==> src/rtl/md_pkg.sv <==
// Shared types and constants for the multiply/divide unit.
// Op encodings, controller states and the divide-by-zero quotient.
package md_pkg;

  typedef enum logic [1:0] {
    MD_MULT  = 2'b00,
    MD_MULTU = 2'b01,
    MD_DIV   = 2'b10,
    MD_DIVU  = 2'b11
  } md_op_e;

  typedef enum logic [1:0] {
    IDLE = 2'd0,
    CALC = 2'd1,
    FIX  = 2'd2
  } md_state_e;

  localparam int MD_MAX_W = 64;

  // Quotient reported on divide by zero; sliced to WIDTH.
  localparam logic [MD_MAX_W-1:0] DIV0_LO = '1;

endpackage

==> src/rtl/md_datapath.sv <==
// Shared shift-add multiply / restoring divide datapath with sign fix.
// Ports: i_load/i_step/i_fix strobes, i_dz, i_op, i_src1/2 -> o_hi/o_lo.
module md_datapath
  import md_pkg::*;
#(
  parameter int WIDTH = 32
) (
  input  logic             i_clk,
  input  logic             i_rst_n,
  input  logic             i_load,
  input  logic             i_step,
  input  logic             i_fix,
  input  logic             i_dz,
  input  md_op_e           i_op,
  input  logic [WIDTH-1:0] i_src1,
  input  logic [WIDTH-1:0] i_src2,
  output logic [WIDTH-1:0] o_hi,
  output logic [WIDTH-1:0] o_lo
);

  localparam int W = WIDTH;

  // mul: {partial hi, multiplier lo}; div: {rem, quo}
  logic [2*W-1:0] r_acc;
  // multiplicand or divisor magnitude
  logic [W-1:0]   r_b;
  logic           r_div;
  logic           r_dz;
  logic           r_neg_q;
  logic           r_neg_r;

  logic           w_sgn;
  logic           w_div_in;
  logic           w_s1;
  logic           w_s2;
  logic [W-1:0]   w_m1;
  logic [W-1:0]   w_m2;
  logic [W:0]     w_a;
  logic [W:0]     w_b;
  logic [W:0]     w_sum;
  logic [2*W-1:0] w_prod_n;
  logic [W-1:0]   w_q_n;
  logic [W-1:0]   w_r_n;

  always_comb begin
    w_sgn    = (i_op == MD_MULT) || (i_op == MD_DIV);
    w_div_in = (i_op == MD_DIV) || (i_op == MD_DIVU);
    w_s1     = w_sgn & i_src1[W-1];
    w_s2     = w_sgn & i_src2[W-1];
    w_m1     = w_s1 ? -i_src1 : i_src1;
    w_m2     = w_s2 ? -i_src2 : i_src2;
  end

  // One W+1 adder: add for multiply, subtract
  // (a + ~b + 1) for divide; bit W is the borrow.
  always_comb begin
    if (r_div) begin
      w_a = r_acc[2*W-1:W-1];
      w_b = ~{1'b0, r_b};
    end else begin
      w_a = {1'b0, r_acc[2*W-1:W]};
      w_b = r_acc[0] ? {1'b0, r_b} : '0;
    end
    w_sum = w_a + w_b + {{W{1'b0}}, r_div};
  end

  always_comb begin
    w_prod_n = -r_acc;
    w_q_n    = -r_acc[W-1:0];
    w_r_n    = -r_acc[2*W-1:W];
  end

  always_ff @(posedge i_clk or negedge i_rst_n) begin
    if (!i_rst_n) begin
      r_acc   <= '0;
      r_b     <= '0;
      r_div   <= 1'b0;
      r_dz    <= 1'b0;
      r_neg_q <= 1'b0;
      r_neg_r <= 1'b0;
      o_hi    <= '0;
      o_lo    <= '0;
    end else begin
      unique case (1'b1)
        i_load: begin
          r_div   <= w_div_in & ~i_dz;
          r_dz    <= i_dz;
          r_neg_q <= w_s1 ^ w_s2;
          r_neg_r <= w_s1;
          if (i_dz) begin
            // raw dividend kept for hi on /0
            r_acc <= {i_src1, DIV0_LO[W-1:0]};
          end else if (w_div_in) begin
            r_acc <= {{W{1'b0}}, w_m1};
            r_b   <= w_m2;
          end else begin
            r_acc <= {{W{1'b0}}, w_m2};
            r_b   <= w_m1;
          end
        end
        i_step: begin
          if (!r_div)
            r_acc <= {w_sum, r_acc[W-1:1]};
          else if (w_sum[W])
            r_acc <= {r_acc[2*W-2:0], 1'b0};
          else
            r_acc <= {w_sum[W-1:0],
                      r_acc[W-2:0], 1'b1};
        end
        default: ;
      endcase
      if (i_fix) begin
        unique case (1'b1)
          r_dz: begin
            o_hi <= r_acc[2*W-1:W];
            o_lo <= r_acc[W-1:0];
          end
          r_div: begin
            o_hi <= r_neg_r ? w_r_n
                            : r_acc[2*W-1:W];
            o_lo <= r_neg_q ? w_q_n
                            : r_acc[W-1:0];
          end
          default: begin
            {o_hi, o_lo} <= r_neg_q ? w_prod_n
                                    : r_acc;
          end
        endcase
      end
    end
  end

endmodule

==> src/rtl/md_sequencer.sv <==
// Iterative MULT/MULTU/DIV/DIVU unit: FSM controller over md_datapath.
// Ports: start_i/op_i/src1_i/src2_i in; busy_o, done_o, div_by_zero_o, hi_o/lo_o out.
module md_sequencer
  import md_pkg::*;
#(
  parameter int WIDTH = 32
) (
  input  logic             clk_i,
  input  logic             rst_i,
  input  logic             start_i,
  input  logic [1:0]       op_i,
  input  logic [WIDTH-1:0] src1_i,
  input  logic [WIDTH-1:0] src2_i,
  output logic             busy_o,
  output logic             done_o,
  output logic             div_by_zero_o,
  output logic [WIDTH-1:0] hi_o,
  output logic [WIDTH-1:0] lo_o
);

  localparam int CW = $clog2(WIDTH) + 1;

  md_state_e     r_state;
  logic [CW-1:0] r_cnt;
  logic          r_dz;

  logic          w_load;
  logic          w_step;
  logic          w_fix;
  logic          w_dz;

  always_comb begin
    w_load = (r_state == IDLE) & start_i;
    w_step = (r_state == CALC);
    w_fix  = (r_state == FIX);
    w_dz   = op_i[1] & (src2_i == '0);
    busy_o = (r_state != IDLE);
  end

  always_ff @(posedge clk_i or negedge rst_i) begin
    if (!rst_i) begin
      r_state       <= IDLE;
      r_cnt         <= '0;
      r_dz          <= 1'b0;
      done_o        <= 1'b0;
      div_by_zero_o <= 1'b0;
    end else begin
      done_o        <= 1'b0;
      div_by_zero_o <= 1'b0;
      unique case (r_state)
        IDLE: begin
          if (start_i) begin
            r_dz    <= w_dz;
            r_cnt   <= '0;
            r_state <= w_dz ? FIX : CALC;
          end
        end
        CALC: begin
          r_cnt <= r_cnt + CW'(1);
          if (r_cnt == CW'(WIDTH - 1))
            r_state <= FIX;
        end
        FIX: begin
          done_o        <= 1'b1;
          div_by_zero_o <= r_dz;
          r_state       <= IDLE;
        end
        default: r_state <= IDLE;
      endcase
    end
  end

  md_datapath #(
    .WIDTH (WIDTH)
  ) u_dp (
    .i_clk   (clk_i),
    .i_rst_n (rst_i),
    .i_load  (w_load),
    .i_step  (w_step),
    .i_fix   (w_fix),
    .i_dz    (w_dz),
    .i_op    (md_op_e'(op_i)),
    .i_src1  (src1_i),
    .i_src2  (src2_i),
    .o_hi    (hi_o),
    .o_lo    (lo_o)
  );

endmodule

==> config.mk <==
export PLATFORM = sky130hd
export DESIGN_NAME = md_sequencer
export DESIGN_NICKNAME = d
export VERILOG_FILES = /design/src/rtl/md_pkg.sv /design/src/rtl/md_datapath.sv /design/src/rtl/md_sequencer.sv
export SDC_FILE = /design/constraint.sdc
export NUM_CORES = 1
export LEC_CHECK = 0
export CELL_PAD_IN_SITES_DETAIL_PLACEMENT = 0
export CELL_PAD_IN_SITES_GLOBAL_PLACEMENT = 1
export CORE_UTILIZATION = 30
export CTS_CLUSTER_SIZE = 40
export DETAILED_ROUTE_END_ITERATION = 7
export HOLD_SLACK_MARGIN = 0.02
export PLACE_DENSITY = 0.58
export SLEW_MARGIN = 20
export SYNTH_ARGS = -nofsm -noshare
export SYNTH_HDL_FRONTEND = slang
export SYNTH_SLANG_ARGS = --single-unit
==> constraint.sdc <==
create_clock -name clk_i -period 9.95 [get_ports clk_i]
set_input_delay 0.995 -clock clk_i [delete_from_list [all_inputs] [get_ports clk_i]]
set_output_delay 0.995 -clock clk_i [all_outputs]
set_load 0.02 [all_outputs]
==> impl_metrics.prom <==
# TYPE chip_impl_metric gauge
chip_impl_info{name="status",value="completed"} 1
chip_impl_metric{name="final_layout_size_suffix_gt1_share",unit="%"} 8.26
chip_impl_metric{name="irDropWorstVdd",unit="mV"} 0.135
chip_impl_info{name="synth_flop_cell",value="dfrtp_1"} 1
chip_impl_metric{name="number_of_global_route_vias_before_repair",unit=""} 14300
chip_impl_metric{name="synthArstFlopShare",unit="%"} 100
chip_impl_info{name="hold_path_startpoint",value="u_dp.o_lo[31]"} 1
chip_impl_metric{name="cellLeakagePower",unit="nW"} 7.03
chip_impl_info{name="endpoint_with_the_worst_hold_slack",value="u_dp.o_lo[31]"} 1
chip_impl_info{name="timing.critical_path.to_type",value="flip-flop"} 1
chip_impl_metric{name="yosys.area_share.xor_xnor",unit="%"} 7.43
chip_impl_metric{name="cellPowerDensity",unit="nW/um2"} 90.5
chip_impl_metric{name="vias",unit=""} 14700
chip_impl_metric{name="drt-total-wl",unit="um"} 60600
chip_impl_metric{name="yosys.cell_types.count",unit=""} 88
chip_impl_metric{name="die_h",unit="um"} 223
chip_impl_metric{name="timing.setup.tns",unit="ns"} 0
chip_impl_info{name="combinational_family_with_the_most_area_after_synthesis",value="compound AO/OA/AOI/OAI gates"} 1
chip_impl_metric{name="clk_latency",unit="ns"} 0.49
chip_impl_info{name="timing_worst_setup_path_type",value="reg2reg"} 1
chip_impl_info{name="r2r-start",value="u_dp.r_div"} 1
chip_impl_metric{name="rr_worst_depth",unit=""} 15
chip_impl_metric{name="cts.path.max_buffers",unit=""} 2
chip_impl_info{name="unrepaired_setup_endpoints_after_global_routing",value="no"} 1
chip_impl_metric{name="grt_overflow",unit=""} 0
chip_impl_metric{name="floorplan.initialDensity",unit="%"} 30.6
chip_impl_metric{name="post_cts.resized_instances",unit=""} 0
chip_impl_metric{name="drtIter0Drc",unit=""} 1255
chip_impl_metric{name="vias_per_cell",unit=""} 5.79
chip_impl_metric{name="tightest_slew",unit="ns"} 0.914
chip_impl_metric{name="groute.usage.overall",unit="%"} 24.6
chip_impl_metric{name="detail_route.wl_per_cell",unit="um"} 23.8
chip_impl_metric{name="finalClockSkew",unit="ns"} 0.0163
chip_impl_metric{name="die-area",unit="um2"} 49900
chip_impl_metric{name="report.final.slew_viol_count",unit=""} 0
chip_impl_metric{name="routabilityCongestion",unit=""} 0.902
chip_impl_metric{name="min_period",unit="ns"} 5.00
chip_impl_metric{name="synth-edff-count",unit=""} 0
chip_impl_info{name="cts.root.buffer_cell",value="clkbuf_16"} 1
chip_impl_metric{name="synth_nets",unit=""} 1989
chip_impl_metric{name="worst-r2r-setup-slack",unit="ns"} 4.95
chip_impl_metric{name="cp_max_fo",unit=""} 32
chip_impl_metric{name="synth-simple-area-share",unit="%"} 20.3
chip_impl_metric{name="core-area",unit="um2"} 48000
chip_impl_metric{name="drt_pre_antenna_iters",unit=""} 5
chip_impl_metric{name="grt_antenna_before_repair",unit=""} 1
chip_impl_metric{name="timing.final.crit_share",unit="%"} 50.3
chip_impl_metric{name="final_hold_viols",unit=""} 0
chip_impl_metric{name="clk_pin_slew_worst_paths",unit="ns"} 0.08
chip_impl_info{name="clock_tree_from_tritoncts",value="built"} 1
chip_impl_metric{name="synth_sequential_area_ratio",unit="%"} 29.6
chip_impl_metric{name="seqCellArea",unit="um2"} 4360
chip_impl_metric{name="timing.hold.worst_path_depth",unit=""} 2
chip_impl_metric{name="ys.warnings.count",unit=""} 0
chip_impl_metric{name="drcViolationCount",unit=""} 0
chip_impl_metric{name="design.final.nets",unit=""} 2020
chip_impl_metric{name="multi_input_comb_area",unit="um2"} 9660
chip_impl_metric{name="cts_sinks",unit=""} 174
chip_impl_metric{name="post_synthesis_mean_instance_area",unit="um2"} 7.82
chip_impl_metric{name="h-tree-depth",unit=""} 4
chip_impl_metric{name="tritoncts.num_buffers",unit=""} 17
chip_impl_metric{name="yosys.area_share.adder",unit="%"} 3.33
chip_impl_metric{name="dp_worst_setup_slack",unit="ns"} 5.09
chip_impl_metric{name="fmax",unit="GHz"} 0.200
chip_impl_metric{name="dp_hpwl",unit="um"} 45300
chip_impl_metric{name="setup_violation_total_in_the_final_timing_report",unit=""} 0
chip_impl_metric{name="grt_max_degree",unit=""} 91
chip_impl_metric{name="synth.ff_latch_count",unit=""} 174
chip_impl_metric{name="slew-limit-headroom",unit="%"} 38.9
chip_impl_info{name="layout.cells.most_common_list",value="nand2_1 (222), o21ai_0 (208), dfrtp_1 (172)"} 1
chip_impl_info{name="startpoint",value="u_dp.r_div"} 1
chip_impl_metric{name="dieWidth",unit="um"} 223
chip_impl_metric{name="maxCapViolCount",unit=""} 0
chip_impl_metric{name="cts_hold_repair.buffers",unit=""} 0
chip_impl_metric{name="compound_gate_portion_of_the_synthesized_area",unit="%"} 28.5
chip_impl_metric{name="critical_path_arrival",unit="ns"} 5.33
chip_impl_metric{name="grt_pass1_wl",unit="um"} 92300
chip_impl_info{name="type_of_element_launching_the_critical_path",value="flip-flop"} 1
chip_impl_metric{name="post-cts-setup-buffers",unit=""} 0
chip_impl_metric{name="synth_mux_area_share",unit="%"} 5.94
chip_impl_info{name="regToRegEndpoint",value="u_dp.r_acc[0]"} 1
chip_impl_metric{name="port_buffers",unit=""} 135
chip_impl_metric{name="number_of_nets_still_failing_antenna_checks_after_routing",unit=""} 0
chip_impl_metric{name="ios",unit=""} 136
chip_impl_info{name="hold_class",value="reg2reg"} 1
chip_impl_info{name="final_common_cell",value="nand2_1"} 1
chip_impl_metric{name="synthToLayoutAreaGrowth",unit="%"} 15.9
chip_impl_metric{name="fillers",unit=""} 5098
chip_impl_metric{name="post-route-worst-setup-slack",unit="ns"} 4.95
chip_impl_metric{name="synth_cells",unit=""} 1882
chip_impl_metric{name="critPathRequiredTime",unit="ns"} 10.28
chip_impl_metric{name="post_synth_instance_area",unit="um2"} 14700
chip_impl_metric{name="rows",unit=""} 80
==> flip-flops by register name (all words and copies together), names as in the netlist <==
signal / cells
u_dp.r_acc: 64
u_dp.o_hi: 32
u_dp.o_lo: 32
u_dp.r_b: 32
r_cnt: 6
r_state: 2
div_by_zero_o: 1
done_o: 1
r_dz: 1
u_dp.r_div: 1
u_dp.r_neg_q: 1
u_dp.r_neg_r: 1
==> critical path, stage by stage (launching register included) <==
cell      delay [ns]
dfrtp_4         0.64
nor2_4          0.73
nand2_1         0.10
o21ai_0         0.14
fa_1            0.26
inv_1           0.07
fa_1            0.39
nand2b_1        0.18
a21o_1          0.22
a21o_1          0.22
a21oi_1         0.46
a211oi_2        0.28
xnor2_1         0.20
buf_4           0.27
nor2_1          0.14
o32ai_1         0.50
==> cell families after synthesis <==
family | count (synthesis)
buf+inv | 185
mux | 81
flops | 174
simple gates | 628
xor+xnor | 124
compound gates | 652
fa+ha+maj | 38
==> final cells by class <==
cell class,instances,area share [%]
Multi-Input combinational cell,1523,56.6
Sequential cell,174,25.6
Timing Repair Buffer,162,9.11
Tap cell,615,4.51
Clock buffer,19,2.60
Inverter,35,0.771
Clock inverter,13,0.763
Antenna cell,2,0.0294
==> routing by layer <==
metal / wire length (um) / global-route usage [%] / up-vias
met3: 3170 / 3.52 / 63
met4: 1420 / 7.38 / 0
met2: 27900 / 39.2 / 453
met5: 0 / 0 / -
li1: - / - / 7012
met1: 28100 / 34.3 / 7193
==> report_power, final <==
part	switching, mW	leakage [nW]	internal [mW]
logic	0.0976	4.42	0.0508
registers	0	2.34	0.707
clock network	0.331	0.272	0.356
==> how the worst max path moves through the flow <==
stage	slack, ns	cells after the start	endpoint
after floorplan	5.45	16	u_dp.r_acc[39]
after global placement	5.18	15	u_dp.r_acc[0]
after detailed placement	5.09	12	u_dp.r_acc[0]
after CTS	5.06	12	u_dp.r_acc[0]
after global routing	4.65	15	u_dp.r_acc[0]
final	4.95	15	u_dp.r_acc[0]
==> cell usage after synthesis, drive strengths merged, types with 36 or more instances <==
master	number	area, um2
nor2	156	586
mux2	51	574
xor2	51	447
nor3	44	230
ha	36	450
clkbuf	128	480
nand2	223	840
xnor2	73	647
nand3	56	280
dfrtp	174	4350
a21oi	134	671
o21ai	213	1070
==> through the flow <==
stage / util [%] / hold slack [ns] / instances / area (um2) / power, mW
after CTS: 35.5 / 0.488 / 2541 / 17000 / 1.56
after detailed placement: 34.3 / 0.472 / 2509 / 16500 / 0.870
after global placement: 34.3 / 0.461 / 2509 / 16500 / 0.871
final: 35.5 / 0.480 / 2543 / 17000 / 1.54
after global routing: 35.5 / 0.502 / 2541 / 17000 / 1.60
after floorplan: - / 0.446 / 1882 / 14700 / 0.777
Note: power is estimated with default switching activity, not from simulation.
